<file path="config.mk">
export PLATFORM = sky130hd
export DESIGN_NAME = capture_ctrl_flat
export DESIGN_NICKNAME = d
export VERILOG_FILES = /design/src/rtl/capture_ctrl_if.sv /design/src/rtl/capture_ctrl.sv /design/src/flat_wrapper.sv
export SDC_FILE = /design/constraint.sdc
export NUM_CORES = 1
export LEC_CHECK = 0
export ABC_AREA = 1
export CELL_PAD_IN_SITES_DETAIL_PLACEMENT = 1
export CELL_PAD_IN_SITES_GLOBAL_PLACEMENT = 1
export CORE_UTILIZATION = 37
export DETAILED_ROUTE_END_ITERATION = 8
export PLACE_DENSITY_LB_ADDON = 0.15
export SLEW_MARGIN = 10
export SYNTH_ARGS = -nofsm -noshare
export SYNTH_HDL_FRONTEND = slang
export SYNTH_SLANG_ARGS = --single-unit
</file>
<file path="constraint.sdc">
create_clock -name clk_i -period 3.1 [get_ports clk_i]
set_input_delay 0.62 -clock clk_i [delete_from_list [all_inputs] [get_ports clk_i]]
set_output_delay 0.62 -clock clk_i [all_outputs]
set_load 0.05 [all_outputs]
</file>
<file path="src/rtl/capture_ctrl_if.sv">
// Sample-memory port and readout valid/ready port of the capture controller.
// The master side is the capture controller; the slave side is memory plus transmitter.
interface capture_ctrl_if #(
    parameter int DEPTH_LOG2 = 10,
    parameter int DW         = 32
);
    logic [DEPTH_LOG2-1:0] mem_addr_o;
    logic                  mem_we_o;
    logic [DW-1:0]         mem_din_o;
    logic [DW-1:0]         mem_dout_i;
    logic                  rd_valid_o;
    logic [DW-1:0]         rd_data_o;
    logic                  rd_ready_i;

    modport master (
        output mem_addr_o, mem_we_o, mem_din_o, rd_valid_o, rd_data_o,
        input  mem_dout_i, rd_ready_i
    );

    modport slave (
        input  mem_addr_o, mem_we_o, mem_din_o, rd_valid_o, rd_data_o,
        output mem_dout_i, rd_ready_i
    );
endinterface

</file>
<file path="src/rtl/capture_ctrl.sv">
// Capture controller: pre-trigger ring buffer, post-trigger delay capture and
// newest-first readout of the stored samples over a valid/ready port.
module capture_ctrl #(
    parameter int DEPTH_LOG2 = 10,
    parameter int DW         = 32
) (
    input  logic              clk_i,
    input  logic              rst_in,
    input  logic [31:0]       cmd_i,
    input  logic              set_cnt_i,
    input  logic              arm_i,
    input  logic              stb_i,
    input  logic [DW-1:0]     smpls_i,
    input  logic              run_i,
    output logic              idle_o,
    capture_ctrl_if.master    bus
);

    typedef enum logic [2:0] {
        ST_IDLE    = 3'd0,
        ST_ARMED   = 3'd1,
        ST_DELAY   = 3'd2,
        ST_RD_ADDR = 3'd3,
        ST_RD_WAIT = 3'd4,
        ST_RD_CAP  = 3'd5,
        ST_RD_HOLD = 3'd6
    } state_t;

    localparam logic [18:0]           DEPTH_W = 19'd1 << DEPTH_LOG2;
    localparam logic [DEPTH_LOG2-1:0] PTR_ONE = DEPTH_LOG2'(1'b1);

    function automatic logic [18:0] calc_n_del(input logic [15:0] c);
        return ({3'b000, c} + 19'd1) << 2;
    endfunction

    function automatic logic [18:0] calc_n_rd(input logic [15:0] c);
        logic [18:0] n;
        n = calc_n_del(c);
        return (n > DEPTH_W) ? DEPTH_W : n;
    endfunction

    state_t                state_r, state_s;
    logic [DEPTH_LOG2-1:0] wr_ptr_r, wr_ptr_s;
    logic [DEPTH_LOG2-1:0] rd_ptr_r, rd_ptr_s;
    logic [15:0]           cmd_del_r, cmd_del_s;
    logic [15:0]           cmd_rd_r, cmd_rd_s;
    logic [18:0]           n_del_r, n_del_s;
    logic [18:0]           n_rd_r, n_rd_s;
    logic [18:0]           cnt_r, cnt_s;
    logic [DEPTH_LOG2-1:0] mem_addr_r, mem_addr_s;
    logic                  mem_we_r, mem_we_s;
    logic [DW-1:0]         mem_din_r, mem_din_s;
    logic                  rd_valid_r, rd_valid_s;
    logic [DW-1:0]         rd_data_r, rd_data_s;
    logic                  idle_r, idle_s;
    logic                  wr_en_s;

    // Next-state and next-register values for the whole controller.
    always_comb begin
        state_s    = state_r;
        wr_ptr_s   = wr_ptr_r;
        rd_ptr_s   = rd_ptr_r;
        n_del_s    = n_del_r;
        n_rd_s     = n_rd_r;
        cnt_s      = cnt_r;
        mem_addr_s = mem_addr_r;
        mem_din_s  = mem_din_r;
        rd_valid_s = rd_valid_r;
        rd_data_s  = rd_data_r;

        if (set_cnt_i) begin
            cmd_del_s = cmd_i[31:16];
            cmd_rd_s  = cmd_i[15:0];
        end else begin
            cmd_del_s = cmd_del_r;
            cmd_rd_s  = cmd_rd_r;
        end

        // Strobed samples are stored only while waiting for or following the trigger.
        wr_en_s  = stb_i & ((state_r == ST_ARMED) | (state_r == ST_DELAY));
        mem_we_s = wr_en_s;
        if (wr_en_s) begin
            mem_addr_s = wr_ptr_r;
            mem_din_s  = smpls_i;
            wr_ptr_s   = wr_ptr_r + PTR_ONE;
        end else begin
            mem_din_s  = mem_din_r;
        end

        case (state_r)
            ST_IDLE: begin
                if (arm_i) begin
                    state_s = ST_ARMED;
                    n_del_s = calc_n_del(cmd_del_r);
                    n_rd_s  = calc_n_rd(cmd_rd_r);
                    cnt_s   = 19'd0;
                end else begin
                    state_s = ST_IDLE;
                end
            end
            ST_ARMED: begin
                if (run_i) begin
                    state_s = ST_DELAY;
                    cnt_s   = stb_i ? 19'd1 : 19'd0;
                end else begin
                    state_s = ST_ARMED;
                end
            end
            ST_DELAY: begin
                if (stb_i && (cnt_r + 19'd1 == n_del_r)) begin
                    state_s  = ST_RD_ADDR;
                    rd_ptr_s = wr_ptr_r;
                    cnt_s    = 19'd0;
                end else if (stb_i) begin
                    cnt_s    = cnt_r + 19'd1;
                end else begin
                    state_s  = ST_DELAY;
                end
            end
            ST_RD_ADDR: begin
                mem_addr_s = rd_ptr_r;
                state_s    = ST_RD_WAIT;
            end
            ST_RD_WAIT: begin
                state_s = ST_RD_CAP;
            end
            ST_RD_CAP: begin
                rd_data_s  = bus.mem_dout_i;
                rd_valid_s = 1'b1;
                state_s    = ST_RD_HOLD;
            end
            ST_RD_HOLD: begin
                // The next address is issued on the accepting edge to keep a 3-cycle word rate.
                if (bus.rd_ready_i && (cnt_r + 19'd1 == n_rd_r)) begin
                    rd_valid_s = 1'b0;
                    state_s    = ST_IDLE;
                end else if (bus.rd_ready_i) begin
                    rd_valid_s = 1'b0;
                    cnt_s      = cnt_r + 19'd1;
                    rd_ptr_s   = rd_ptr_r - PTR_ONE;
                    mem_addr_s = rd_ptr_r - PTR_ONE;
                    state_s    = ST_RD_WAIT;
                end else begin
                    state_s    = ST_RD_HOLD;
                end
            end
            default: begin
                state_s = ST_IDLE;
            end
        endcase

        idle_s = (state_s == ST_IDLE);
    end

    // Controller registers with synchronous active-low reset.
    always_ff @(posedge clk_i) begin
        if (!rst_in) begin
            state_r    <= ST_IDLE;
            wr_ptr_r   <= '0;
            rd_ptr_r   <= '0;
            cmd_del_r  <= 16'd0;
            cmd_rd_r   <= 16'd0;
            n_del_r    <= 19'd0;
            n_rd_r     <= 19'd0;
            cnt_r      <= 19'd0;
            mem_addr_r <= '0;
            mem_we_r   <= 1'b0;
            mem_din_r  <= '0;
            rd_valid_r <= 1'b0;
            rd_data_r  <= '0;
            idle_r     <= 1'b1;
        end else begin
            state_r    <= state_s;
            wr_ptr_r   <= wr_ptr_s;
            rd_ptr_r   <= rd_ptr_s;
            cmd_del_r  <= cmd_del_s;
            cmd_rd_r   <= cmd_rd_s;
            n_del_r    <= n_del_s;
            n_rd_r     <= n_rd_s;
            cnt_r      <= cnt_s;
            mem_addr_r <= mem_addr_s;
            mem_we_r   <= mem_we_s;
            mem_din_r  <= mem_din_s;
            rd_valid_r <= rd_valid_s;
            rd_data_r  <= rd_data_s;
            idle_r     <= idle_s;
        end
    end

    assign bus.mem_addr_o = mem_addr_r;
    assign bus.mem_we_o   = mem_we_r;
    assign bus.mem_din_o  = mem_din_r;
    assign bus.rd_valid_o = rd_valid_r;
    assign bus.rd_data_o  = rd_data_r;
    assign idle_o         = idle_r;

endmodule
</file>
<file path="src/flat_wrapper.sv">
// flat-port wrapper written by rule: the top's interface ports become plain ports
module capture_ctrl_flat 
#(
    parameter int DEPTH_LOG2 = 10,
    parameter int DW         = 32
)
  (clk_i, rst_in, cmd_i, set_cnt_i, arm_i, stb_i, smpls_i, run_i, idle_o, bus_mem_addr_o, bus_mem_we_o, bus_mem_din_o, bus_rd_valid_o, bus_rd_data_o, bus_mem_dout_i, bus_rd_ready_i);
  capture_ctrl_if #(.DEPTH_LOG2(DEPTH_LOG2), .DW(DW)) bus_i ();
  input  logic clk_i;
  input  logic rst_in;
  input  logic [31:0] cmd_i;
  input  logic set_cnt_i;
  input  logic arm_i;
  input  logic stb_i;
  input  logic [DW-1:0] smpls_i;
  input  logic run_i;
  output logic idle_o;
  output wire logic [$bits(bus_i.mem_addr_o)-1:0] bus_mem_addr_o;
  output wire logic [$bits(bus_i.mem_we_o)-1:0] bus_mem_we_o;
  output wire logic [$bits(bus_i.mem_din_o)-1:0] bus_mem_din_o;
  output wire logic [$bits(bus_i.rd_valid_o)-1:0] bus_rd_valid_o;
  output wire logic [$bits(bus_i.rd_data_o)-1:0] bus_rd_data_o;
  input wire logic [$bits(bus_i.mem_dout_i)-1:0] bus_mem_dout_i;
  input wire logic [$bits(bus_i.rd_ready_i)-1:0] bus_rd_ready_i;
  assign bus_mem_addr_o = bus_i.mem_addr_o;
  assign bus_mem_we_o = bus_i.mem_we_o;
  assign bus_mem_din_o = bus_i.mem_din_o;
  assign bus_rd_valid_o = bus_i.rd_valid_o;
  assign bus_rd_data_o = bus_i.rd_data_o;
  assign bus_i.mem_dout_i = bus_mem_dout_i;
  assign bus_i.rd_ready_i = bus_rd_ready_i;
  capture_ctrl #(.DEPTH_LOG2(DEPTH_LOG2), .DW(DW)) u_core (.clk_i(clk_i), .rst_in(rst_in), .cmd_i(cmd_i), .set_cnt_i(set_cnt_i), .arm_i(arm_i), .stb_i(stb_i), .smpls_i(smpls_i), .run_i(run_i), .idle_o(idle_o), .bus(bus_i));
endmodule
</file>
# Word-level counts from Yosys, hierarchy flattened
# Cells that the tools add are included.
# W data, S select, Z words.
# classes
add_sub_neg	5
order_cmp	1
n_eq_ne	15
muxes	27
bitwise_logic	2
n_reduce_logical	11
# ops
cell	count
$mux W19	7
$pmux W19 S4	1
$mux W10	6
$pmux W10 S2	2
$eq A19 B19 Y1	2
$add A16 B1 Y17 const B	2
$pmux W3 S7	1
$add A19 B1 Y19 const B	1
$gt A19 B11 Y1 const B	1
$add A10 B1 Y10 const B	1
$ne A2 B2 Y1 const B	5
$sub A10 B1 Y10 const B	1
$eq A3 B3 Y1 const B	3
$mux W3	3
$eq A3 B2 Y1 const B	2
$logic_not A3 Y1	2
$reduce_and A6 Y1	1
$mux W1	4
$mux W2	2
$reduce_and A2 Y1	2
$reduce_and A4 Y1	1
$reduce_bool A2 Y1	2
$reduce_bool A4 Y1	1
$eq A3 B1 Y1 const B	1
6 further kinds	7
# word_totals
reg_bits	187
inputBits	103
out_inout_bits	77
elab_cells	75

# Logic depth before layout (Yosys ltp)
# Gate-level depths: netlist of the first run.
# logic_depth
depth_word	7
mapped_depth	19
ltp_nobuf	18

# Least setup slack after synthesis of the first run
# Ideal clock, no wire load.
# synth_path
path_type	reg-to-reg
startpoint	reg u_core.cnt_r[0]
endpoint	reg u_core.cnt_r[12]
setup_time_ns	0.128
arrival_time_ns	2.114
required_ns	2.972
setup_slack_ns	0.859
stages_incl_launch_ff	16
path_buffers	1
synth_period_minus_slack_ns	2.241
cell_sequence	dfxtp_1 ha_1 nand2_1 nor2_4 nand2_2 o21bai_1 nand2_1 xor2_1 nand2_1 nor2_4 nand3_4 nand2_4 buf_8 nor2_1 nor2_1 nor2_1
# synth_between
elab_chain_cells	5
word_cells_on_any_way	13
classes_between	add/sub: 1; eq/ne: 4; mux: 5; reduce/logical: 3
# synth_rtl
item	line_no	rtl
start: declaration	capture_ctrl.sv:49	logic [18:0] cnt_r, cnt_s;
start signal: assignment	capture_ctrl.sv:180	cnt_r <= cnt_s;
$add A19 B1 Y19 (*)	--	
$eq A19 B19 Y1, on equally long branches	capture_ctrl.sv:110, capture_ctrl.sv:134	
$logic_and A1 B1 Y1, on equally long branches	capture_ctrl.sv:110, capture_ctrl.sv:134	
$ne A3 B3 Y1 (no source line), or another cell as far along	--	
$reduce_and A6 Y1 (no source line) / $pmux W19 S4 (equally long branches)	--	
# Mark *: on every way between the ends. The rest lies on a longest branch, timed or not. The select of a mux whose other input is x is not followed.
# A chain may end at the register's enable or synchronous reset.

# Worst setup path after layout of the first run
# layout_path
startpoint	reg u_core.cnt_r[1]
endpoint	reg u_core.cnt_r[2]
# Same word-level chain as after synthesis.

==> results of run 1 <==
kinds of logic (layout without fill, tap and decap cells):
kind of cell / after synthesis / count (layout) / share of synthesized area [%]
AOI/OAI and AO/OA: 243 / 243 / 13.8
xor gates and xnor gates: 40 / 40 / 3.82
adders and majority gates: 6 / 6 / 0.818
buffers and inverters: 183 / 355 / 7.88
DFF: 185 / 185 / 40.3
and+or+nand+nor: 719 / 719 / 33.4
state kept, by name, summed over array words and instances (netlist names), 3 cells and up:
register,cells
u_core.n_rd_r,17
u_core.state_r,3
u_core.n_del_r,17
u_core.bus.mem_addr_o,10
u_core.wr_ptr_r,10
u_core.cmd_rd_r,16
u_core.bus.mem_din_o,32
u_core.cmd_del_r,16
u_core.rd_ptr_r,10
u_core.bus.rd_data_o,32
u_core.cnt_r,19
area by class of cell:
type,count,area [um^2]
Timing Repair Buffer,200,1960
Tap cell,324,405
Sequential cell,185,3700
Clock buffer,18,439
Inverter,125,469
Clock inverter,12,186
Multi-Input combinational cell,1008,4770
Fill cell,3128,12400
worst max-delay path by stage:
stage / startpoint / endpoint / cells after the start / slack, ns
floorplan: u_core.cnt_r[0] / u_core.cnt_r[12] / 15 / 0.86
global placement: stb_i / u_core.rd_ptr_r[9] / 14 / 0.36
detailed placement: stb_i / u_core.rd_ptr_r[6] / 15 / 0.30
CTS: u_core.cnt_r[0] / u_core.cnt_r[2] / 16 / 0.31
global route: u_core.cnt_r[1] / u_core.cnt_r[2] / 16 / 0.04
finish: u_core.cnt_r[1] / u_core.cnt_r[2] / 16 / 0.28
per-stage QoR:
step	std cells	total power, mW	util, %	setup slack [ns]
global placement	1842	3.56	46.5	0.356
floorplan	1376	3.19	-	0.859
CTS	1872	5.98	49.0	0.309
global route	1872	6.17	49.0	0.0395
detailed placement	1842	3.58	46.5	0.303
finish	1872	5.91	49.0	0.277
placed cells by master, fill, tap and decap left out, types with 7 or more instances in the layout:
cell	instances
dfxtp_1	185
nand3b_1	10
inv_1	117
a21oi_1	104
nor2_1	243
o21ai_0	115
nand3_1	103
buf_4	20
nand2_1	300
xnor2_1	13
nand4_1	16
xor2_1	27
clkdlybuf4s50_1	178
clkbuf_16	17
nor3_1	19
o22ai_1	7
worst max-delay path: stages, from the launching register on:
cell and delay (ns):
dfxtp_1 0.40, ha_1 0.30, nand3_2 0.15, nor2_2 0.23, nand2_1 0.16, nand2_1 0.14
nand2_1 0.07, nand2_1 0.08, nand2_1 0.06, nor2_1 0.15, nand2_1 0.12, nor2_4 0.15
nand3_4 0.12, nand2_4 0.25, inv_2 0.12, o21ai_0 0.18, nor2_1 0.05
power by group through the flow:
stage	combinational, mW	sequential, mW	clock [mW]
2_1_floorplan	0.402	2.79	0
3_3_place_gp	0.925	2.63	0
3_5_place_dp	0.942	2.64	0
4_1_cts	0.950	2.58	2.44
5_1_grt	1.03	2.60	2.54
6_report	0.941	2.58	2.39
layer usage:
layer / track usage, % / up-vias
li1: - / 4743
met1: 30.0 / 4512
met2: 40.0 / 206
met3: 5.86 / 28
met4: 6.42 / 0
met5: 0 / -
==> summary.txt, run 1 <==
Clock tree
  – CTS tree: yes
  – Post-CTS sizing: 0
  – Worst-path clk slew: approximately 0.07 ns
  – Clk root buf: clkbuf_16
  – Post-CTS setup buffers: 0
  – Clock Tree Buf Depth: 2
  – Clk Latency, worst-skew pair: 0.44 ns
  – Clock Sink Count: between 150 and 200
  – CTS Hold Buffers Added: 0
  – CTS Buf Count: 17
  – H-tree levels: 4

Global routing
  – GRT overflow: 0
  – Overall routing resource usage: a little under a quarter
  – Largest net degree at the start of global routing: 95
  – Vias in the first global route: 9729
  – First-pass GRT wire length: 49.2 mm
  – Antenna violations before repair: 0

Final layout
  – Ant. Diodes: 0
  – Share of layout cells above drive strength 1: 5.43%
  – Layout Nets: 1646
  – Fin area: ~12000 um^2
  – Synth-to-layout area growth: 29.9%

Detailed routing
  – Met2 wire length: 14.0 mm
  – Final wirelength: 29.8 mm
  – Metal3 WL: 1.68 mm
  – Via count: 9489
  – DRC viols: 0
  – 1st-pass router iterations: 7
  – Mean number of vias per cell: about 5.1
  – Final ANT Viol Nets: 0
  – 1st-iter DRT viols: 472
  – Drt wl/cell: 15.9 um
  – Top Layer Used: met4
  – Met1 Wirelength: 13.7 mm

Synthesis
  – Most used DFF post-synth: dfxtp_1
  – Area share of the largest cell type after synthesis: 40.3%
  – Synthesis Warnings: 0
  – Cell area after synthesis: about 9000 um^2
  – Post-synth top cells: nand2_1 (300), nor2_1 (243), dfxtp_1 (185), inv_1 (117), o21ai_0 (116)
  – Yosys cell types: 40
  – Register area share after synthesis: between 40% and 50%
  – Avg Inst Size Synth: roughly 6.7 um^2
  – EDFF count, synth: 0
  – Ys async rst share: 0%
  – Synth area leader: dfxtp_1
  – Most common cell in the synthesized netlist: nand2_1
  – Syn Nets: 1485
  – Flip-flop and latch count after synthesis: 185
  – Top cells by area, synth: dfxtp_1 (40%), nand2_1 (12%), nor2_1 (9.9%), o21ai_0 (6.3%), a21oi_1 (5.7%)
  – Post-Synthesis Cells: 1376

Pwr
  – Clock network power share: 40.4%
  – P_sw: 1.68 mW
  – Switching Fraction: roughly 28%
  – Comb power frac: 15.9%
  – Peak VDD IR: 0.311 mV
  – Leakage: 4.72 nW
  – Seq pwr share: 43.7%
  – Pwr Density: about 500 nW/um^2
  – Internal Power: roughly 4.2 mW

Critical path
  – Worst setup SP type: flop
  – Crit Path Max Fanout: 19
  – Arr. time, crit path: ~3.2 ns
  – Critical path required time: 3.42 ns
  – Crit path capture type: flop
  – Worst r2r src: u_core.cnt_r[1]
  – Worst r2r path cells: 16
  – CP Class: flop to flop
  – Reg2reg setup slack: 0.28 ns
  – R2r endpoint: u_core.cnt_r[2]

Floorplanning
  – DIE AREA: ~25000 um^2
  – Die W: 160 um
  – FP Rows: 57
  – Initial Util: 37.8%
  – Core Footprint: 24300 um^2
  – Number of I/O pins: 180
  – Die Height: about 160 um

Placement
  – Number of I/O port buffers: ~180
  – Post-DP Area: 11300 um^2
  – DP HPWL: ~22 mm
  – Final Wtd Congestion: 0.906

Run status
  – Outcome: finished clean

STA
  – Period Utilization, post-route: 91.1%
  – Final Max Tran Viols: 0
  – Final hold vios: 0
  – Skew final: 0.0229 ns
  – WHS: approximately 0.46 ns
  – RSZ-0062 raised after global routing: false
  – Max-Slew Margin vs Limit: 56.2%
  – Worst Tran Pin Value: about 0.66 ns
  – Final setup violation count: 0
  – Max Fclk: 0.354 GHz
  – Setup TNS: 0 ns
  – Minimum clock period: about 2.8 ns

Hold path
  – Hold crit path type: flop to flop
  – Worst Hold Depth: 2
  – Worst hold endpoint: u_core.bus.rd_data_o[3]
  – Hold Crit Start: u_core.bus.rd_data_o[3]

Run
  – MaxCap Viol Count: 0
(Power assumes the default switching activity.)
==> run 2: changes to the inputs <==
Settings changed: CORE_MARGIN from default to 2.
==> run 2 against run 1 <==
  * Hold slack lost 0.0035 ns
  * Final area is essentially flat
  * Global-route usage shrank 0.54 points
  * First-iteration DRC count shrank 5.5%
  * Via count shrank 0.45%
  * Sequential power is essentially flat
  * Critical path type unchanged
==> summary.txt, run 2 (same netlist as run 1, synthesis figures left out) <==
Run status
  – Outcome: finished clean (unchanged)

STA
  – Final setup violation count: 0 (unchanged)
  – Worst Tran Pin Value: 0.708 ns (was 0.657 ns)
  – RSZ-0062 raised after global routing: false (unchanged)
  – Minimum clock period: 2.77 ns (was 2.82 ns)
  – Period Utilization, post-route: 89.4% (was 91.1%)
  – Max-Slew Margin vs Limit: 52.8% (was 56.2%)
  – Max Fclk: 0.361 GHz (was 0.354 GHz)
  – Skew final: 0.0135 ns (was 0.0229 ns)
  – Final Max Tran Viols: 0 (unchanged)
  – Final hold vios: 0 (unchanged)
  – Setup TNS: 0 ns (unchanged)
  – WHS: 0.460 ns (was 0.464 ns)
  – Worst Slack Setup Final: 0.330 ns (was 0.277 ns)

Pwr
  – Peak VDD IR: 0.351 mV (was 0.311 mV)
  – Leakage: 4.72 nW (about the same)
  – Pwr Density: 483 nW/um^2 (was 496 nW/um^2)
  – Total design power: 5.76 mW (was 5.91 mW)

Detailed routing
  – Drt wl/cell: 15.9 um (about the same)
  – Via count: 9446 (was 9489)
  – Final ANT Viol Nets: 0 (unchanged)
  – Final wirelength: 29.8 mm (about the same)
  – 1st-pass router iterations: 5 (was 7)
  – 1st-iter DRT viols: 446 (was 472)
  – DRC viols: 0 (unchanged)
  – Mean number of vias per cell: 5.03 (was 5.07)

Critical path
  – CP cell instances: nand2_2, nor2_2, nand3_1, nand2_1, nand2_1, nand2_1, nand2_1, nor2_1, nand2_1, nor2_4, nand3_4, nand2_4, inv_2, o21ai_0, nor2_1 (was ha_1, nand3_2, nor2_2, nand2_1, nand2_1, nand2_1, nand2_1, nand2_1, nor2_1, nand2_1, nor2_4, nand3_4, nand2_4, inv_2, o21ai_0, nor2_1)
  – CP max stage delay: 0.52 ns (was 0.40 ns)
  – CP bufs+invs: 1 (unchanged)
  – Most used cell, CP: nand2_1 (unchanged)
  – Worst r2r path cells: 15 (was 16)
  – CP Class: flop to flop (unchanged)
  – R2r endpoint: u_core.cnt_r[2] (unchanged)
  – Worst r2r src: u_core.cnt_r[3] (was u_core.cnt_r[1])
  – Critical Path End: u_core.cnt_r[2] (unchanged)
  – Reg2reg setup slack: 0.33 ns (was 0.28 ns)
  – Slowest stage cell, crit path: dfxtp_1 (unchanged)
  – Critical Path Start: u_core.cnt_r[3] (was u_core.cnt_r[1])
  – Critical path required time: 3.43 ns (was 3.42 ns)
  – Crit path capture type: flop (unchanged)
  – Worst setup SP type: flop (unchanged)
  – Arr. time, crit path: 3.10 ns (was 3.15 ns)
  – Crit Path Max Fanout: 19 (unchanged)
  – Worst path top cell family by delay: simple AND/OR/NAND/NOR gates (unchanged)
  – Critical Path Stages: 15 (was 16)

Clock tree
  – CTS tree: yes (unchanged)
  – Clock Sink Count: 185 (unchanged)
  – Worst-path clk slew: 0.07 ns (about the same)
  – Post-CTS setup buffers: 0 (unchanged)
  – Clk root buf: clkbuf_16 (unchanged)
  – H-tree levels: 4 (unchanged)
  – Clk Latency, worst-skew pair: 0.44 ns (about the same)
  – CTS Buf Count: 17 (unchanged)
  – Clock Tree Buf Depth: 2 (unchanged)
  – CTS Hold Buffers Added: 0 (unchanged)
  – Post-CTS sizing: 0 (unchanged)

Floorplanning
  – Core Footprint: 24300 um^2 (unchanged)
  – DIE AREA: 26100 um^2 (was 25400 um^2)
  – Initial Util: 37.8% (unchanged)
  – Die W: 162 um (was 160 um)
  – Number of I/O pins: 180 (unchanged)
  – FP Rows: 57 (unchanged)
  – Die Height: 162 um (was 160 um)

Placement
  – Pre-CTS setup slack: 0.352 ns (was 0.303 ns)
  – DP HPWL: 21.9 mm (was 21.6 mm)
  – Number of I/O port buffers: 179 (unchanged)
  – Final Wtd Congestion: 0.877 (was 0.906)
  – Post-DP Area: 11300 um^2 (about the same)

Global routing
  – Largest net degree at the start of global routing: 72 (was 95)
  – Overall routing resource usage: 23.2% (was 23.7%)
  – First-pass GRT wire length: 49.2 mm (unchanged)
  – Vias in the first global route: 9913 (was 9729)
  – GRT overflow: 0 (unchanged)
  – Antenna violations before repair: 0 (unchanged)

Final layout
  – Fin area: 11900 um^2 (about the same)
  – Commonest non-fill, non-tap cell in the layout: nand2_1 (unchanged)
  – Most frequent cells in the layout: nand2_1 (300), nor2_1 (243), dfxtp_1 (185), clkdlybuf4s50_1 (178), inv_1 (117) (unchanged)
  – Layout Nets: 1649 (was 1646)
  – Synth-to-layout area growth: 29.9% (about the same)
  – Share of layout cells above drive strength 1: 5.73% (was 5.43%)
  – Ant. Diodes: 0 (unchanged)

Hold path
  – Hold crit path type: flop to flop (unchanged)

Run
  – MaxCap Viol Count: 0 (unchanged)
-- run 2: cell count changes in the layout (fill, tap and decap cells not counted), sizes merged --
cell      delta
clkinv       +4
clkinvlp     +1
bufinv       -3
buf          +3
-- run 2: how the worst min path moves through the flow --
stage | from | end | slack [ns] | depth (start not counted)
5_1_grt | u_core.n_rd_r[16] | u_core.n_rd_r[16] | 0.47 | 2
3_5_place_dp | u_core.n_rd_r[16] | u_core.n_rd_r[16] | 0.45 | 2
2_1_floorplan | u_core.n_rd_r[16] | u_core.n_rd_r[16] | 0.43 | 2
6_report | u_core.n_rd_r[16] | u_core.n_rd_r[16] | 0.46 | 2
4_1_cts | u_core.n_rd_r[16] | u_core.n_rd_r[16] | 0.46 | 2
3_3_place_gp | u_core.n_rd_r[16] | u_core.n_rd_r[16] | 0.44 | 2
-- run 2: layout make-up --
cell class | count | area, um^2
Clock buffer | 18 | 439
Multi-Input combinational cell | 1008 | 4770
Inverter | 125 | 469
Clock inverter | 14 | 160
Sequential cell | 185 | 3700
Timing Repair Buffer | 203 | 1980
Fill cell | 3121 | 12400
Tap cell | 324 | 405
-- run 2: report_power, final --
part | total (mW) | switching [mW] | internal [mW]
clock network | 2.23 | 1.06 | 1.17
registers | 2.58 | 0.0875 | 2.49
logic | 0.952 | 0.588 | 0.364
-- run 2: worst min-delay path, cell delays in order (launching register included) --
cell and delay [ns]:
dfxtp_1 0.32, nand2_1 0.06, nor2_1 0.03
-- run 2: through the flow --
| stage | util (%) | cells |
|---|---|---|
| floorplan | - | 1376 |
| global placement | 46.6 | 1845 |
| detailed placement | 46.6 | 1845 |
| CTS | 49.0 | 1877 |
| global route | 49.0 | 1877 |
| finish | 49.0 | 1877 |
-- run 2: layer usage --
metal  global-route usage [%]  vias up  part of all wire, %
li1                         -     4762                    -
met1                     28.5     4458                   45
met2                     39.7      189                   47
met3                     6.01       37                  5.7
met4                     7.10        0                  1.8
met5                        0        -                    0
==> run 3: changes to the inputs <==
Settings changed: CORE_ASPECT_RATIO from default to 1.1, TNS_END_PERCENT from default to 30.
==> run 3 against run 2 <==
  * Count of clock-buffer cells in the layout did not move
  * Worst setup slack got worse by 0.015 ns
  * Clock power fell by 3%
  * Critical path type unchanged
==> summary.txt, run 3 (same netlist as run 1, synthesis figures left out) <==
Run status
  – Outcome: finished clean (unchanged)

Final layout
  – Most frequent cells in the layout: nand2_1 (300), nor2_1 (242), dfxtp_1 (185), clkdlybuf4s50_1 (178), inv_1 (117) (was nand2_1 (300), nor2_1 (243), dfxtp_1 (185), clkdlybuf4s50_1 (178), inv_1 (117))
  – Ant. Diodes: 0 (unchanged)
  – Commonest non-fill, non-tap cell in the layout: nand2_1 (unchanged)
  – Layout Nets: 1650 (was 1649)
  – Synth-to-layout area growth: 29.7% (was 29.9%)
  – Non-Filler Instances: 1864 (was 1877)
  – Share of layout cells above drive strength 1: 5.79% (was 5.73%)
  – FILL cells: 3178 (was 3121)

Clock tree
  – CTS Hold Buffers Added: 0 (unchanged)
  – Worst-path clk slew: 0.07 ns (about the same)
  – Clock Sink Count: 185 (unchanged)
  – CTS tree: yes (unchanged)
  – Clk Latency, worst-skew pair: 0.45 ns (was 0.44 ns)
  – Clock Tree Buf Depth: 2 (unchanged)
  – H-tree levels: 4 (unchanged)
  – Clk root buf: clkbuf_16 (unchanged)
  – CTS Buf Count: 17 (unchanged)

Detailed routing
  – Mean number of vias per cell: 5.09 (was 5.03)
  – Final wirelength: 29.4 mm (was 29.8 mm)
  – 1st-iter DRT viols: 401 (was 446)
  – Drt wl/cell: 15.8 um (was 15.9 um)
  – Final ANT Viol Nets: 0 (unchanged)
  – DRC viols: 0 (unchanged)
  – 1st-pass router iterations: 5 (unchanged)
  – Via count: 9486 (was 9446)

Critical path
  – Reg2reg setup slack: 0.31 ns (was 0.33 ns)
  – Worst r2r path cells: 15 (unchanged)
  – Critical Path End: u_core.cnt_r[2] (unchanged)
  – Crit path capture type: flop (unchanged)
  – Slowest stage cell, crit path: dfxtp_1 (unchanged)
  – R2r endpoint: u_core.cnt_r[2] (unchanged)
  – Critical path required time: 3.43 ns (about the same)
  – CP max stage delay: 0.52 ns (about the same)
  – Most used cell, CP: nand2_1 (unchanged)
  – CP cell instances: nand2_2, nor2_4, nand2_4, nor2_2, nand2_1, nand3_1, nand2_1, nor2_1, nand2_1, nor2_4, nand3_4, nand2_4, inv_2, o21ai_0, nor2_1 (was nand2_2, nor2_2, nand3_1, nand2_1, nand2_1, nand2_1, nand2_1, nor2_1, nand2_1, nor2_4, nand3_4, nand2_4, inv_2, o21ai_0, nor2_1)
  – Worst r2r src: u_core.cnt_r[3] (unchanged)
  – Worst setup SP type: flop (unchanged)
  – Critical Path Start: u_core.cnt_r[3] (unchanged)
  – CP Class: flop to flop (unchanged)
  – Crit Path Max Fanout: 19 (unchanged)
  – Arr. time, crit path: 3.12 ns (was 3.10 ns)

Placement
  – Number of I/O port buffers: 179 (unchanged)
  – Final Wtd Congestion: 0.861 (was 0.877)
  – DP HPWL: 21.5 mm (was 21.9 mm)
  – Post-Place Cells: 1832 (was 1845)

STA
  – Final hold vios: 0 (unchanged)
  – Skew final: 0.0213 ns (was 0.0135 ns)
  – Setup TNS: 0 ns (unchanged)
  – Minimum clock period: 2.79 ns (was 2.77 ns)
  – Final Max Tran Viols: 0 (unchanged)
  – Max Fclk: 0.359 GHz (was 0.361 GHz)
  – RSZ-0062 raised after global routing: false (unchanged)
  – Worst Tran Pin Value: 0.611 ns (was 0.708 ns)
  – Max-Slew Margin vs Limit: 59.3% (was 52.8%)
  – Final setup violation count: 0 (unchanged)
  – Period Utilization, post-route: 89.9% (was 89.4%)

Pwr
  – Comb power frac: 16.7% (was 16.5%)
  – Switching Fraction: 30.9% (was 30.2%)
  – Peak VDD IR: 0.414 mV (was 0.351 mV)
  – Pwr Density: 478 nW/um^2 (was 483 nW/um^2)
  – Internal Power: 3.93 mW (was 4.02 mW)
  – P_sw: 1.76 mW (was 1.74 mW)
  – Leakage: 4.73 nW (was 4.72 nW)
  – Seq pwr share: 45.3% (was 44.8%)
  – Clock network power share: 38.0% (was 38.7%)

Floorplanning
  – FP Rows: 60 (was 57)
  – Initial Util: 37.6% (was 37.8%)
  – Core Footprint: 24400 um^2 (was 24300 um^2)
  – DIE AREA: 26100 um^2 (about the same)
  – Die W: 154 um (was 162 um)
  – Die Height: 169 um (was 162 um)
  – Number of I/O pins: 180 (unchanged)

Hold path
  – Hold crit path type: flop to flop (unchanged)

Global routing
  – Vias in the first global route: 9907 (was 9913)
  – Antenna violations before repair: 0 (unchanged)
  – Overall routing resource usage: 22.7% (was 23.2%)
  – Largest net degree at the start of global routing: 80 (was 72)
  – First-pass GRT wire length: 48.4 mm (was 49.2 mm)
  – GRT overflow: 0 (unchanged)

Run
  – MaxCap Viol Count: 0 (unchanged)
run 3: changes by cell type in the layout (fill, tap and decap cells not counted), sizes merged:
cell / change
buf: +1
bufinv: -1
clkinv: -1
clkinvlp: -2
inv: +4
run 3: routing by layer:
| metal | wire, um | vias up | global-route usage (%) |
|---|---|---|---|
| met5 | 0 | - | 0 |
| met2 | 13900 | 208 | 40.0 |
| met1 | 13200 | 4471 | 27.0 |
| li1 | - | 4763 | - |
| met3 | 1660 | 44 | 5.39 |
| met4 | 647 | 0 | 7.60 |
run 3: critical path: cells and delay by family (launching register included):
kind / cells / cell delay, ns
buffers and inverters: 1 / 0.11
and+or+nand+nor: 13 / 1.87
DFF: 1 / 0.52
AOI/OAI and AO/OA: 1 / 0.17
run 3: stage by stage:
step	hold WS [ns]	cell area [um^2]	worst slack, ns	utilization [%]	power (mW)
2_1_floorplan	0.431	9180	0.859	-	3.19
3_3_place_gp	0.444	11300	0.217	46.4	3.57
3_5_place_dp	0.452	11300	0.176	46.4	3.58
4_1_cts	0.465	11900	0.369	48.8	5.75
5_1_grt	0.487	11900	0.0564	48.8	5.94
6_report	0.462	11900	0.315	48.8	5.69
run 3: area by class of cell:
| type | count | area [um^2] | share of cell area, % |
|---|---|---|---|
| Multi-Input combinational cell | 1008 | 4770 | 40.1 |
| Sequential cell | 185 | 3700 | 31.1 |
| Timing Repair Buffer | 204 | 2000 | 16.8 |
| Inverter | 125 | 469 | 3.94 |
| Clock buffer | 18 | 429 | 3.61 |
| Tap cell | 310 | 388 | 3.26 |
| Clock inverter | 14 | 146 | 1.23 |
run 3: power by group through the flow:
stage | combinational (mW) | sequential, mW | clock (mW)
2_1_floorplan | 0.402 | 2.79 | 0
3_3_place_gp | 0.937 | 2.63 | 0
3_5_place_dp | 0.950 | 2.63 | 0
4_1_cts | 0.958 | 2.58 | 2.22
5_1_grt | 1.04 | 2.59 | 2.31
6_report | 0.950 | 2.58 | 2.17
run 3: worst min-delay path by stage:
| stage | startpoint | to | slack, ns | cells after the start |
|---|---|---|---|---|
| 2_1_floorplan | u_core.n_rd_r[16] | u_core.n_rd_r[16] | 0.43 | 2 |
| 3_3_place_gp | u_core.n_rd_r[16] | u_core.n_rd_r[16] | 0.44 | 2 |
| 3_5_place_dp | u_core.n_rd_r[16] | u_core.n_rd_r[16] | 0.45 | 2 |
| 4_1_cts | u_core.n_rd_r[16] | u_core.n_rd_r[16] | 0.46 | 2 |
| 5_1_grt | u_core.bus.rd_data_o[4] | u_core.bus.rd_data_o[4] | 0.49 | 2 |
| 6_report | u_core.n_rd_r[16] | u_core.n_rd_r[16] | 0.46 | 2 |
run 3: timing repair:
item                       4_1_cts  5_1_grt
hold endpoints to repair         0        0
resized for setup                0        1
buffers inserted                 0        0
setup endpoints to repair        0        1
==> variant 1: new RTL, flow settings as in run 1 <==
`DEPTH_LOG2` is set to 10 in 3 places; all go to 9.
--- a/src/rtl/capture_ctrl_if.sv
+++ b/src/rtl/capture_ctrl_if.sv
@@ -3,3 +3,3 @@
 interface capture_ctrl_if #(
-    parameter int DEPTH_LOG2 = 10,
+    parameter int DEPTH_LOG2 = 9,
     parameter int DW         = 32
--- a/src/rtl/capture_ctrl.sv
+++ b/src/rtl/capture_ctrl.sv
@@ -3,3 +3,3 @@
 module capture_ctrl #(
-    parameter int DEPTH_LOG2 = 10,
+    parameter int DEPTH_LOG2 = 9,
     parameter int DW         = 32
--- a/src/flat_wrapper.sv
+++ b/src/flat_wrapper.sv
@@ -3,3 +3,3 @@
 #(
-    parameter int DEPTH_LOG2 = 10,
+    parameter int DEPTH_LOG2 = 9,
     parameter int DW         = 32
Ports: changed (resized bus_mem_addr_o); port bits go from 180 to 179. The function was not compared with the original's and may differ.
==> variant 1 against run 1 <==
Power decreased by 2.7%. Combinational power fell by 0.9%. Clock power fell by 5%. Wire length is 0.21% lower. Cell area shrank 2.5%. Sequential cell count fell by 3. Synthesized area shrank 3.5%. Setup slack improved by 0.0096 ns. Critical endpoint is now u_core.rd_ptr_r[1]$_SDFFE_PN0P_. Highest routed layer unchanged.
==> variant 1: results (changes against run 1) <==
[run_status]
status = completed

[placement]
pre_cts_setup_slack_ns = 0.326  ; +0.0227 ns
portBuffers = 178  ; -0.56%
finalWeightedCongestion = 0.852  ; -6.0%

[worst_hold_path]
worst_hold_path.endpoint = u_core.bus.rd_valid_o$_SDFFE_PN0P_

[route]
drt_first_pass_iters = 4  ; -3
final_wl_um = 29700  ; -0.21%
wirelength_met1_um = 13200  ; -3.6%

[yosys]
synth_compound_area_share_pct = 14.2  ; +0.48 points
synthAdderAreaFrac_pct = 0.989  ; +0.17 points
proportion_of_synthesized_chip_area_in_sequential_cells_pct = 41.1  ; +0.80 points
synth_xor_area_share_pct = 3.46  ; -0.35 points
synth.avg_cell_area_um2 = 6.67  ; about the same
netlist-cell-type-count = 36  ; -10%

[setup_path]
crit_path_max_incr_delay_ns = 0.42  ; +0.02 ns
crit_arrival_ns = 3.13  ; -0.02 ns
crit-reg2reg-capture = u_core.rd_ptr_r[1]$_SDFFE_PN0P_

[layout]
core_util_final_pct = 49.5  ; +0.50 points
layoutNonFillerInstCount = 1822  ; -2.7%
final_nets = 1600  ; -2.8%
seq_area_share_pct = 31.3  ; +0.28 points
layout_clock_area_share_pct = 5.27  ; +0.027 points

[grt]
grt_start_max_net_pins = 81  ; -15%
met3_usage_pct = 7.20  ; +1.3 points
groute.usage.overall_pct = 25.3  ; +1.5 points

[power]
p_switching_w = 0.00172  ; +2.3%
power_switching_share_pct = 29.9  ; +1.5 points
cellLeakagePower_nw = 4.66  ; -1.3%
ir_drop_v = 0.000275  ; -12%

[timing]
worst_slew_margin_rel_pct = 28.4  ; -28 points

[die]
rows = 56  ; -1.8%

[variant 1: worst max-delay path by stage]
stage / start / endpoint / slack, ns / cells after the start
global placement: u_core.cnt_r[0]$_SDFFE_PN0P_ / u_core.rd_ptr_r[1]$_SDFFE_PN0P_ / 0.40 / 16
global route: u_core.cnt_r[0]$_SDFFE_PN0P_ / u_core.cnt_r[10]$_SDFFE_PN0P_ / 0.03 / 16
CTS: u_core.cnt_r[0]$_SDFFE_PN0P_ / u_core.rd_ptr_r[1]$_SDFFE_PN0P_ / 0.26 / 16
floorplan: u_core.cnt_r[0]$_SDFFE_PN0P_ / u_core.rd_ptr_r[8]$_SDFFE_PN0P_ / 0.94 / 16
finish: u_core.cnt_r[0]$_SDFFE_PN0P_ / u_core.rd_ptr_r[1]$_SDFFE_PN0P_ / 0.29 / 16
detailed placement: u_core.cnt_r[0]$_SDFFE_PN0P_ / u_core.rd_ptr_r[1]$_SDFFE_PN0P_ / 0.33 / 16
==> variant 2: new RTL, settings of run 1 <==
Made on the original files. The 7 states of `state_t` get a one-hot encoding in 7 bits.
--- a/src/rtl/capture_ctrl.sv
+++ b/src/rtl/capture_ctrl.sv
@@ -18,10 +18,10 @@
 
-    typedef enum logic [2:0] {
-        ST_IDLE    = 3'd0,
-        ST_ARMED   = 3'd1,
-        ST_DELAY   = 3'd2,
-        ST_RD_ADDR = 3'd3,
-        ST_RD_WAIT = 3'd4,
-        ST_RD_CAP  = 3'd5,
-        ST_RD_HOLD = 3'd6
+    typedef enum logic [6:0] {
+        ST_IDLE    = 7'b0000001,
+        ST_ARMED   = 7'b0000010,
+        ST_DELAY   = 7'b0000100,
+        ST_RD_ADDR = 7'b0001000,
+        ST_RD_WAIT = 7'b0010000,
+        ST_RD_CAP  = 7'b0100000,
+        ST_RD_HOLD = 7'b1000000
     } state_t;
Formal check against the unedited RTL: same outputs for any inputs over 10 cycles, from zero or initial values and one cycle with rst_in low; not proved beyond that.
==> variant 2 against run 1 <==
Synthesized area rose by 0.26%. Utilization barely moved. Critical path depth rose by 2. Cell area rose by 0.27%. Sequential cell count rose by 4. First-iteration DRC count rose by 3.4%. Cell count rose by 0.64%. Power fell by 8.4%. Non-clock buffer count rose by 1. Count of clock-buffer cells in the layout fell by 1. Wire length rose by 6.1%. Setup slack got worse by 0.022 ns.
==> variant 2: results (changes against run 1) <==
[yosys]
yosys-top-cells-area = sky130_fd_sc_hd__dfxtp_1, sky130_fd_sc_hd__nor2_1, sky130_fd_sc_hd__nand2_1
post_synth_most_frequent_cells = sky130_fd_sc_hd__nor2_1, sky130_fd_sc_hd__nand2_1, sky130_fd_sc_hd__dfxtp_1
synth.avg_cell_area_um2 = 6.65  ; -0.32%
proportion_of_synthesized_chip_area_in_sequential_cells_pct = 41.1  ; +0.77 points
netlist-cell-type-count = 42  ; +5.0%

[placement]
portBuffers = 179  ; unchanged
pre_cts_setup_slack_ns = 0.233  ; -0.0701 ns
finalWeightedCongestion = 0.912  ; +0.58%
place.detailed.instances = 1852  ; +0.54%
dp_hpwl_um = 23500  ; +8.9%

[route]
detail_route.iter0.violations = 488  ; +3.4%
drt_first_pass_iters = 6  ; -1
dr_total_vias = 9459  ; -0.32%
route.detailed.wl_per_inst_um = 16.8  ; +5.4%

[run_status]
status = completed

[timing]
timing.clock.skew_ns = 0.0173  ; -0.00562 ns
worstMarginPinSlew_ns = 0.599  ; -0.0587 ns

[grt]
grt_start_max_net_pins = 50  ; -47%
first_pass_grt_wire_length_um = 51300  ; +4.2%
groute.usage.overall_pct = 25.1  ; +1.4 points
number_of_global_route_vias_before_repair = 9849  ; +1.2%

[power]
ir_drop_v = 0.000332  ; +6.7%
p_switching_w = 0.00157  ; -6.3%
cellLeakagePower_nw = 4.84  ; +2.4%

[layout]
final_layout_size_suffix_gt1_share_pct = 5.19  ; -0.23 points
final_nets = 1657  ; +0.67%

[setup_path]
crit_arrival_ns = 3.16  ; about the same
crit_path_top_delay_cell = sky130_fd_sc_hd__dfxtp_1

[cts]
cts_max_path_buffers = 2  ; unchanged

## variant 2: cell count changes in the layout (fill, tap and decap cells not counted), sizes merged, moves of 5 or more
cell,change
nand2,-49
nor2,+43
a21oi,-40
o21ai,+34
inv,+14
nand3,-9
a31oi,+8
nand4,+6
o22ai,-6
xnor2,-5
## variant 2: area by class of cell
type                    instances  area, µm²
clock inverters                15        170
flip-flops and latches        189       3780
multi-input cells            1002       4710
repair buffers                201       1950
clock buffers                  17        425
inverters                     136        513
fillers                      3166      12400
well taps                     324        405
## variant 2: path summary, 6_finish.rpt
path                                   start  cells past startpoint  slack [ns]                               to
min          u_core.wr_ptr_r[9]$_SDFFE_PN0P_                      1        0.46  u_core.wr_ptr_r[9]$_SDFFE_PN0P_
max             u_core.cnt_r[0]$_SDFFE_PN0P_                     18        0.25    u_core.cnt_r[14]$_SDFFE_PN0P_
max reg2reg     u_core.cnt_r[0]$_SDFFE_PN0P_                     18        0.25    u_core.cnt_r[14]$_SDFFE_PN0P_
min reg2reg  u_core.wr_ptr_r[9]$_SDFFE_PN0P_                      1        0.46  u_core.wr_ptr_r[9]$_SDFFE_PN0P_
## variant 2: what timing repair did
item | in CTS | in global routing
gates resized for setup | 0 | 7
setup endpoints to repair | 0 | 31
hold buffers | 0 | 0
hold endpoints to repair | 0 | 0
## variant 2: worst max-delay path: cells and delay by family, from the launching register on
family	cells	cell delay, ns
flops	1	0.41
fa+ha+maj	1	0.26
simple gates	16	1.99
buf+inv	1	0.06
## variant 2: cells by family (layout without fill, tap and decap cells)
family / count (synthesis) / count (layout) / synth area share [%]
compound gates: 238 / 238 / 13.3
xor+xnor: 38 / 38 / 3.62
fa+ha+maj: 7 / 7 / 0.951
buf+inv: 193 / 369 / 8.17
flops: 189 / 189 / 41.1
simple gates: 719 / 719 / 32.9
## variant 2: metal layers
metal	GRT usage, %	wire length (µm)	part of all wire (%)	up-vias
met5	0	0	0	-
met4	7.17	570	1.8	0
li1	-	-	-	4777
met2	42.9	14900	47	193
met3	6.34	1970	6.2	40
met1	31.2	14100	45	4449
## variant 2: stage by stage
stage	total power [W]	TNS, ns	hold WS (ns)	cell area [µm²]
floorplan	0.00294	0	0.422	9210
CTS	0.00546	0	0.459	11900
global placement	0.00321	0	0.439	11300
global route	0.00563	-0.0304	0.478	12000
finish	0.00541	0	0.457	12000
detailed placement	0.00322	0	0.441	11300
## variant 2: power by group through the flow
stage                     clock [W]  sequential [W]  combinational (W)
after floorplan                   0         0.00264           0.000300
after global placement            0         0.00261           0.000595
after detailed placement          0         0.00261           0.000604
after CTS                   0.00229         0.00256           0.000612
after global routing        0.00238         0.00257           0.000677
final                       0.00224         0.00256           0.000615
